### src/rtl/score_pkg.sv
// Shared types and helpers for the BCD score keeper.
// Digit-level constants and the increment clamp.
package score_pkg;

  localparam logic [3:0] BCD_MAX  = 4'd9;
  localparam logic [3:0] BCD_ZERO = 4'd0;

  typedef logic [3:0] bcd_digit_t;

  function automatic bcd_digit_t bcd_sat_amt(input logic [3:0] a);
    return (a > BCD_MAX) ? BCD_MAX : a;
  endfunction

endpackage

### src/rtl/bcd_digit_addsub.sv
// One BCD digit of the score datapath.
// mode 0 adds amt+cin, mode 1 subtracts amt+cin (cin is the borrow).
module bcd_digit_addsub
  import score_pkg::*;
(
  input  bcd_digit_t digit,
  input  bcd_digit_t amt,
  input  logic       cin,
  input  logic       mode,
  output bcd_digit_t dout,
  output logic       cout
);

  logic [4:0] sum;
  logic [3:0] need;

  assign sum  = {1'b0, digit} + {1'b0, amt} + {4'd0, cin};
  assign need = amt + {3'd0, cin};

  // Decimal-adjusted add or borrow-ripple subtract for one digit
  always_comb begin
    dout = digit;
    cout = 1'b0;
    if (!mode) begin
      if (sum > 5'd9) begin
        dout = sum[3:0] + 4'd6;
        cout = 1'b1;
      end else begin
        dout = sum[3:0];
      end
    end else begin
      if (digit < need) begin
        dout = digit + 4'd10 - need;
        cout = 1'b1;
      end else begin
        dout = digit - need;
      end
    end
  end

endmodule

### src/rtl/bcd_score_keeper.sv
// Multi-digit BCD score register with high-score tracking.
// Ripple BCD inc/dec, saturate or wrap at the top, registered flags.
module bcd_score_keeper
  import score_pkg::*;
#(
  parameter int NDIG     = 4,
  parameter bit SATURATE = 1'b1
) (
  input  logic              clk,
  input  logic              reset,
  input  logic              clr,
  input  logic              hs_clr,
  input  logic              inc,
  input  logic [3:0]        inc_amt,
  input  logic              dec,
  output logic [4*NDIG-1:0] score,
  output logic [4*NDIG-1:0] high_score,
  output logic              ovf,
  output logic              new_high
);

  localparam int W = 4 * NDIG;
  localparam logic [W-1:0] ALL9 = {NDIG{BCD_MAX}};

  logic [W-1:0] score_q;
  logic [W-1:0] hs_q;
  logic         ovf_q;
  logic         nh_q;

  logic [W-1:0] sum;
  logic [W-1:0] score_next;
  logic [NDIG:0] cy;
  logic         do_inc;
  logic         do_dec;
  logic         sub;
  logic         ovf_next;
  logic         raise;
  bcd_digit_t   amt0;

  assign do_inc = inc & ~dec & ~clr;
  assign do_dec = dec & ~inc & ~clr & (score_q != '0);
  assign sub    = ~do_inc;
  assign amt0   = do_inc ? bcd_sat_amt(inc_amt) : BCD_ZERO;
  assign cy[0]  = sub;

  for (genvar g = 0; g < NDIG; g++) begin : g_dig
    bcd_digit_addsub u_dig (
      .digit (score_q[4*g +: 4]),
      .amt   ((g == 0) ? amt0 : BCD_ZERO),
      .cin   (cy[g]),
      .mode  (sub),
      .dout  (sum[4*g +: 4]),
      .cout  (cy[g+1])
    );
  end

  // Operation priority and saturate/wrap selection
  always_comb begin
    score_next = score_q;
    ovf_next   = 1'b0;
    if (clr) begin
      score_next = '0;
    end else if (do_inc) begin
      if (cy[NDIG]) begin
        ovf_next   = 1'b1;
        score_next = SATURATE ? ALL9 : sum;
      end else begin
        score_next = sum;
      end
    end else if (do_dec) begin
      score_next = sum;
    end
  end

  // Raise only when the score actually moves, so a cleared high score
  // stays cleared until the next scoring event.
  always_comb begin
    raise = ~hs_clr
          & (score_next != score_q)
          & (score_next > hs_q);
  end

  // State and flag registers
  always_ff @(posedge clk) begin
    if (reset) begin
      score_q <= '0;
      hs_q    <= '0;
      ovf_q   <= 1'b0;
      nh_q    <= 1'b0;
    end else begin
      score_q <= score_next;
      ovf_q   <= ovf_next;
      nh_q    <= raise;
      if (hs_clr)
        hs_q <= '0;
      else if (raise)
        hs_q <= score_next;
    end
  end

  assign score      = score_q;
  assign high_score = hs_q;
  assign ovf        = ovf_q;
  assign new_high   = nh_q;

endmodule
### config.mk
export PLATFORM = sky130hd
export DESIGN_NAME = bcd_score_keeper
export DESIGN_NICKNAME = d
export VERILOG_FILES = /design/src/rtl/score_pkg.sv /design/src/rtl/bcd_digit_addsub.sv /design/src/rtl/bcd_score_keeper.sv
export SDC_FILE = /design/constraint.sdc
export NUM_CORES = 1
export LEC_CHECK = 0
export CAP_MARGIN = 20
export CORE_ASPECT_RATIO = 0.6
export CORE_UTILIZATION = 50
export DETAILED_ROUTE_END_ITERATION = 6
export HOLD_SLACK_MARGIN = 0.05
export MAX_ROUTING_LAYER = met4
export PLACE_DENSITY = 0.76
export SKIP_LAST_GASP = 1
export SLEW_MARGIN = 30
export SYNTH_ARGS = -nofsm -noshare
export SYNTH_HDL_FRONTEND = slang
export SYNTH_HIERARCHICAL = 1
export SYNTH_SLANG_ARGS = --single-unit
### constraint.sdc
create_clock -name clk -period 13.55 [get_ports clk]
set_input_delay 1.355 -clock clk [delete_from_list [all_inputs] [get_ports clk]]
set_output_delay 1.355 -clock clk [all_outputs]
set_load 0.05 [all_outputs]
==> metrics.txt, run 1 <==
TritonCTS buffer count=5; TritonRoute pass-1 iters=6; Worst EP arrival=12,890 ps; initial core utilization=52.9%; final setup violation count=0; nets@finish=789; row cnt=27; syn_area_per_cell=8.06 µm²; first-pass GRT wire length=22,600 µm; number of synthesized register bits=34; WHS Path Cells=2; Final Instance Count excl. Fillers=826; Layout area overhead=19.2%; final wirelength=13,900 µm; Layout Skew=4.72 ps; f_max=78.5 MHz; hold buffers post-CTS=0; Die ar.=10,300 µm²; pwr dens=112 nW/µm²; chip width=131 µm; WP data required=13,710 ps; Syn. warnings=6; post-route minimum period=12,740 ps; CTS tree=built; Worst Hold Class=register to register; Routed wire per std cell=16.9 µm; Worst-Skew Late Latency=280 ps; Final period util=94.0%; area of the multi-input gates=4050 µm²; post-synthesis async set-or-reset flop share=0%; global route overflow=0; Setup crit end=high_score[4]$_SDFFE_PP0P_; synth unique cells=66; drt via density=5.70; most frequent cells in the layout=inv_1, ha_1, clkdlybuf4s50_1, nor2_1, nand2_1; Relative slew margins=45.2%; leading cell type in the layout, fill and taps excluded=inv_1; Clock Tree Buf Depth=2; CP max stage cell=clkdlybuf4s50_1; synthesized area=4960 µm²; Post-synth EDFFs=0; share of layout cells above drive strength 1=9.34%; CP endpoint kind=register; cell mode on critical path=inv_1; total power=0.663 mW; antenna violations before repair=0; number of max-cap violations=0; worst-path fanout max=18; Worst-Margin Slew=820 ps; Critical Path Source=inc; Final Max Tran Viols=0; First DRT Iteration DRCs=407; DP Cell Count=816; setup ws final=813 ps; final hold vios=0; Final Wtd Congestion=1.00; WHS=485 ps; Post-DRT Antenna Nets=0; crit path kind=primary input to register; register-to-register setup slack=2450 ps; Reg area=681 µm²; Reg-to-Reg End=high_score[4]$_SDFFE_PP0P_; reg2reg path depth=50; largest net degree at the start of global routing=33; Post-DP HPWL=11,000 µm; cells after synthesis=616; Core ar.=9390 µm²; TritonCTS sink count=34; Clk pin slew, worst setup/hold paths=60 ps; Filler cells=882; CTS H-tree depth=2; register area share after synthesis=13.7%; worst r2r src=score[0]$_SDFF_PP0_; die height=79.2 µm; Synth Flop Type=dfxtp_1; clock root buffer=clkbuf_16; antenna cell count=0; # IOs=44; CP startpoint kind=primary input; Vias=4,712; number of remaining DRC errors=0; outcome=complete, no violations; leak pwr=2.76 nW; vias in the first global route=4,600; CP peak stage delay=570 ps; IO buf count=43; pre-CTS setup slack=118 ps; Post-Route Setup TNS=0 ps; Tot GR Track Use=28.7%; Worst VDD drop=0.0586 mV
-- cell families after synthesis --
logic type,after synthesis,share of synthesized area [%]
AOI/OAI and AO/OA,145,21.0
xor gates and xnor gates,27,4.76
adders and majority gates,84,24.2
buffers and inverters,112,8.70
DFF,34,13.7
muxes,24,5.24
other,1,0.0756
and+or+nand+nor,189,22.3
-- synthesized netlist by cell type (3+ instances only) --
library cell  number  area share, %
nor2_1            43            3.3
o21ai_0           22            2.2
and2_4             4           0.71
mux2_4             4            1.2
inv_1             99            7.5
o22ai_1            4           0.50
or3_1              5           0.63
a41o_1             8            1.6
a22oi_1            8            1.2
a31oi_1           12            1.5
a21oi_1           22            2.2
clkbuf_1           9           0.68
o31ai_1            6           0.91
and2b_1            4           0.61
and2_1             6           0.76
nor2b_1           15            1.9
mux2i_1           20            4.0
a221o_1            4           0.81
xnor2_1           26            4.6
or2b_1             4           0.61
nand2b_1           7           0.88
nand4_1            3           0.38
nor4_1             3           0.38
and3b_1            5           0.88
o221ai_1          10            1.8
ha_1              64             16
nand2_1           37            2.8
o2111ai_1          4           0.71
or3_4              5            1.1
nand3_1           13            1.3
buf_2              3           0.30
o31a_1             4           0.71
nor3b_1            6           0.91
o21a_1             7            1.1
dfxtp_1           34             14
a21o_2             8            1.4
fa_1              20            8.1
nor3_1            12            1.2
a21o_1            10            1.5
-- per-stage QoR --
step / util [%] / cell area [µm²]
after floorplan: - / 5080
after global placement: 60.5 / 5680
after detailed placement: 60.5 / 5680
after CTS: 62.1 / 5830
after global routing: 63.0 / 5910
final: 63.0 / 5910
-- metal layers --
metal	GRT usage (%)	share of wire, %	vias to the layer above
li1	-	-	2274
met2	44.9	44	156
met5	-	0	-
met1	39.2	49	2269
met3	5.19	6.6	13
met4	3.91	0.67	0
-- how the worst min path moves through the flow --
| stage | from | end | slack (ps) |
|---|---|---|---|
| 6_report | high_score[12]$_SDFFE_PP0P_ | high_score[12]$_SDFFE_PP0P_ | 480 |
| 5_1_grt | high_score[15]$_SDFFE_PP0P_ | high_score[15]$_SDFFE_PP0P_ | 500 |
| 4_1_cts | high_score[8]$_SDFFE_PP0P_ | high_score[8]$_SDFFE_PP0P_ | 490 |
| 3_5_place_dp | high_score[12]$_SDFFE_PP0P_ | high_score[12]$_SDFFE_PP0P_ | 480 |
| 3_3_place_gp | high_score[8]$_SDFFE_PP0P_ | high_score[8]$_SDFFE_PP0P_ | 470 |
| 2_1_floorplan | high_score[11]$_SDFFE_PP0P_ | high_score[11]$_SDFFE_PP0P_ | 690 |
-- area by class of cell --
cell class              count  share of cell area [%]
repair buffers             53                    8.55
inverters                  99                    6.28
clock inverters             1                  0.0846
flip-flops and latches     34                    11.5
clock buffers               7                    2.41
well taps                 130                    2.75
multi-input cells         502                    68.4
-- power by group --
part,total [mW],switching (mW),internal (mW)
Clock,0.115,0.0419,0.0728
Combinational,0.432,0.250,0.182
Sequential,0.117,0.0118,0.105
Total,0.663,0.304,0.360
-- sequential cells by signal, summed over array words and instances, names as in the netlist --
| signal | cells |
|---|---|
| new_high | 1 |
| high_score | 16 |
| score | 16 |
| ovf | 1 |
-- what timing repair did --
action | 4_1_cts | 5_1_grt
gates resized for setup | 0 | 12
buffers inserted | 0 | 2
setup endpoints to repair | 0 | 17
-- critical path: cells and delay by family --
kind                       cells  cell delay, ps
and+or+nand+nor                7            1410
AOI/OAI and AO/OA             12            2430
buffers and inverters         14            2070
muxes                          5             950
xor gates and xnor gates       3             730
adders and majority gates     13            3910
Note: power is estimated with default switching activity, not from simulation.
==> run 2, diff against run 1 <==
- SKIP_CTS_REPAIR_TIMING: unset -> 1
- SLEW_MARGIN: 30 -> 20
==> metrics.txt, run 2 (same netlist as run 1, synthesis figures left out) <==
outcome=complete, no violations; Tot GR Track Use=28.7%; Worst Hold Class=register to register; area of the multi-input gates=4040 µm²; antenna cell count=0; First DRT Iteration DRCs=324; setup ws final=884 ps; first-pass GRT wire length=22,700 µm; Clock Tree Buf Depth=2; Worst VDD drop=0.0638 mV; Relative slew margins=47.1%; CTS H-tree depth=2; pwr dens=112 nW/µm²; die height=79.2 µm; CP top delay family=adder cells; Filler cells=873; Final Max Tran Viols=0; worst-path fanout max=18; Post-DP HPWL=11,000 µm; CP startpoint kind=primary input; IO buf count=43; largest net degree at the start of global routing=33; Vias=4,681; Final Wtd Congestion=1.00; unrepaired setup endpoints after global routing=no; vias in the first global route=4,540; f_max=79.0 MHz; CP Buf/Inv Count=15; Clk pin slew, worst setup/hold paths=60 ps; TritonCTS sink count=34; TritonRoute pass-1 iters=5; antenna violations before repair=0; pre-CTS setup slack=85.7 ps; number of max-cap violations=0; CP endpoint kind=register; row cnt=27; leading cell type in the layout, fill and taps excluded=inv_1; Final period util=93.5%; Worst-Margin Slew=791 ps; TritonCTS buffer count=5; global route overflow=0; CP max stage cell=clkdlybuf4s50_1; number of remaining DRC errors=0; Die ar.=10,300 µm²; initial core utilization=52.9%; final setup violation count=0; Post-Route Setup TNS=0 ps; clock root buffer=clkbuf_16; Reg area=681 µm²; most frequent cells in the layout=inv_1, ha_1, clkdlybuf4s50_1, nor2_1, nand2_1; share of layout cells above drive strength 1=9.20%; drt via density=5.67; chip width=131 µm; crit path kind=primary input to register; final hold vios=0; Routed wire per std cell=16.6 µm; Layout Skew=3.71 ps; nets@finish=789; CTS tree=built; Worst-Skew Late Latency=280 ps; Worst EP arrival=12,870 ps; WP data required=13,760 ps; cell mode on critical path=inv_1; final wirelength=13,700 µm; # IOs=44; Post-DRT Antenna Nets=0; leak pwr=2.76 nW; post-route minimum period=12,670 ps; CP peak stage delay=570 ps; Core ar.=9390 µm²; register-to-register setup slack=2510 ps; Layout area overhead=19.0%
## run 2: final cells by class
| cell class | count | share of cell area [%] |
|---|---|---|
| Clock inverter | 1 | 0.0847 |
| Sequential cell | 34 | 11.5 |
| Multi-Input combinational cell | 502 | 68.4 |
| Timing Repair Buffer | 53 | 8.56 |
| Clock buffer | 7 | 2.41 |
| Inverter | 99 | 6.29 |
| Tap cell | 130 | 2.75 |
## run 2: metal layers
layer / wire length (µm) / track usage, % / vias to the layer above
met5: 0 / - / -
met3: 1060 / 4.72 / 11
met1: 6520 / 40.6 / 2216
met2: 6020 / 43.8 / 174
li1: - / - / 2280
met4: 90 / 3.79 / 0
## run 2: path summary, 6_finish.rpt
path | start | end | cells past startpoint
setup / recovery | inc | high_score[15]$_SDFFE_PP0P_ | 55
hold / removal | high_score[12]$_SDFFE_PP0P_ | high_score[12]$_SDFFE_PP0P_ | 2
setup reg to reg | score[0]$_SDFF_PP0_ | high_score[15]$_SDFFE_PP0P_ | 51
hold reg to reg | high_score[12]$_SDFFE_PP0P_ | high_score[12]$_SDFFE_PP0P_ | 2
## run 2: worst min-delay path: stages, from the launching register on
cell and delay (ps):
dfxtp_1 320, nand2_1 60, mux2i_1 50
## run 2: metrics by stage
| step | cell area, µm² | hold WS, ps | power (mW) | cells | utilization, % |
|---|---|---|---|---|---|
| global placement | 5680 | 466 | 0.518 | 816 | 60.5 |
| CTS | 5830 | 491 | 0.644 | 824 | 62.0 |
| detailed placement | 5680 | 483 | 0.528 | 816 | 60.5 |
| global route | 5910 | 503 | 0.711 | 826 | 62.9 |
| finish | 5910 | 483 | 0.662 | 826 | 62.9 |
| floorplan | 5080 | 687 | 0.427 | 648 | - |
## run 2: report_power, final
part	switching [mW]	leakage (nW)	internal [mW]
logic	0.248	2.41	0.182
clock network	0.0429	0.0739	0.0729
registers	0.0116	0.275	0.105
total	0.302	2.76	0.359
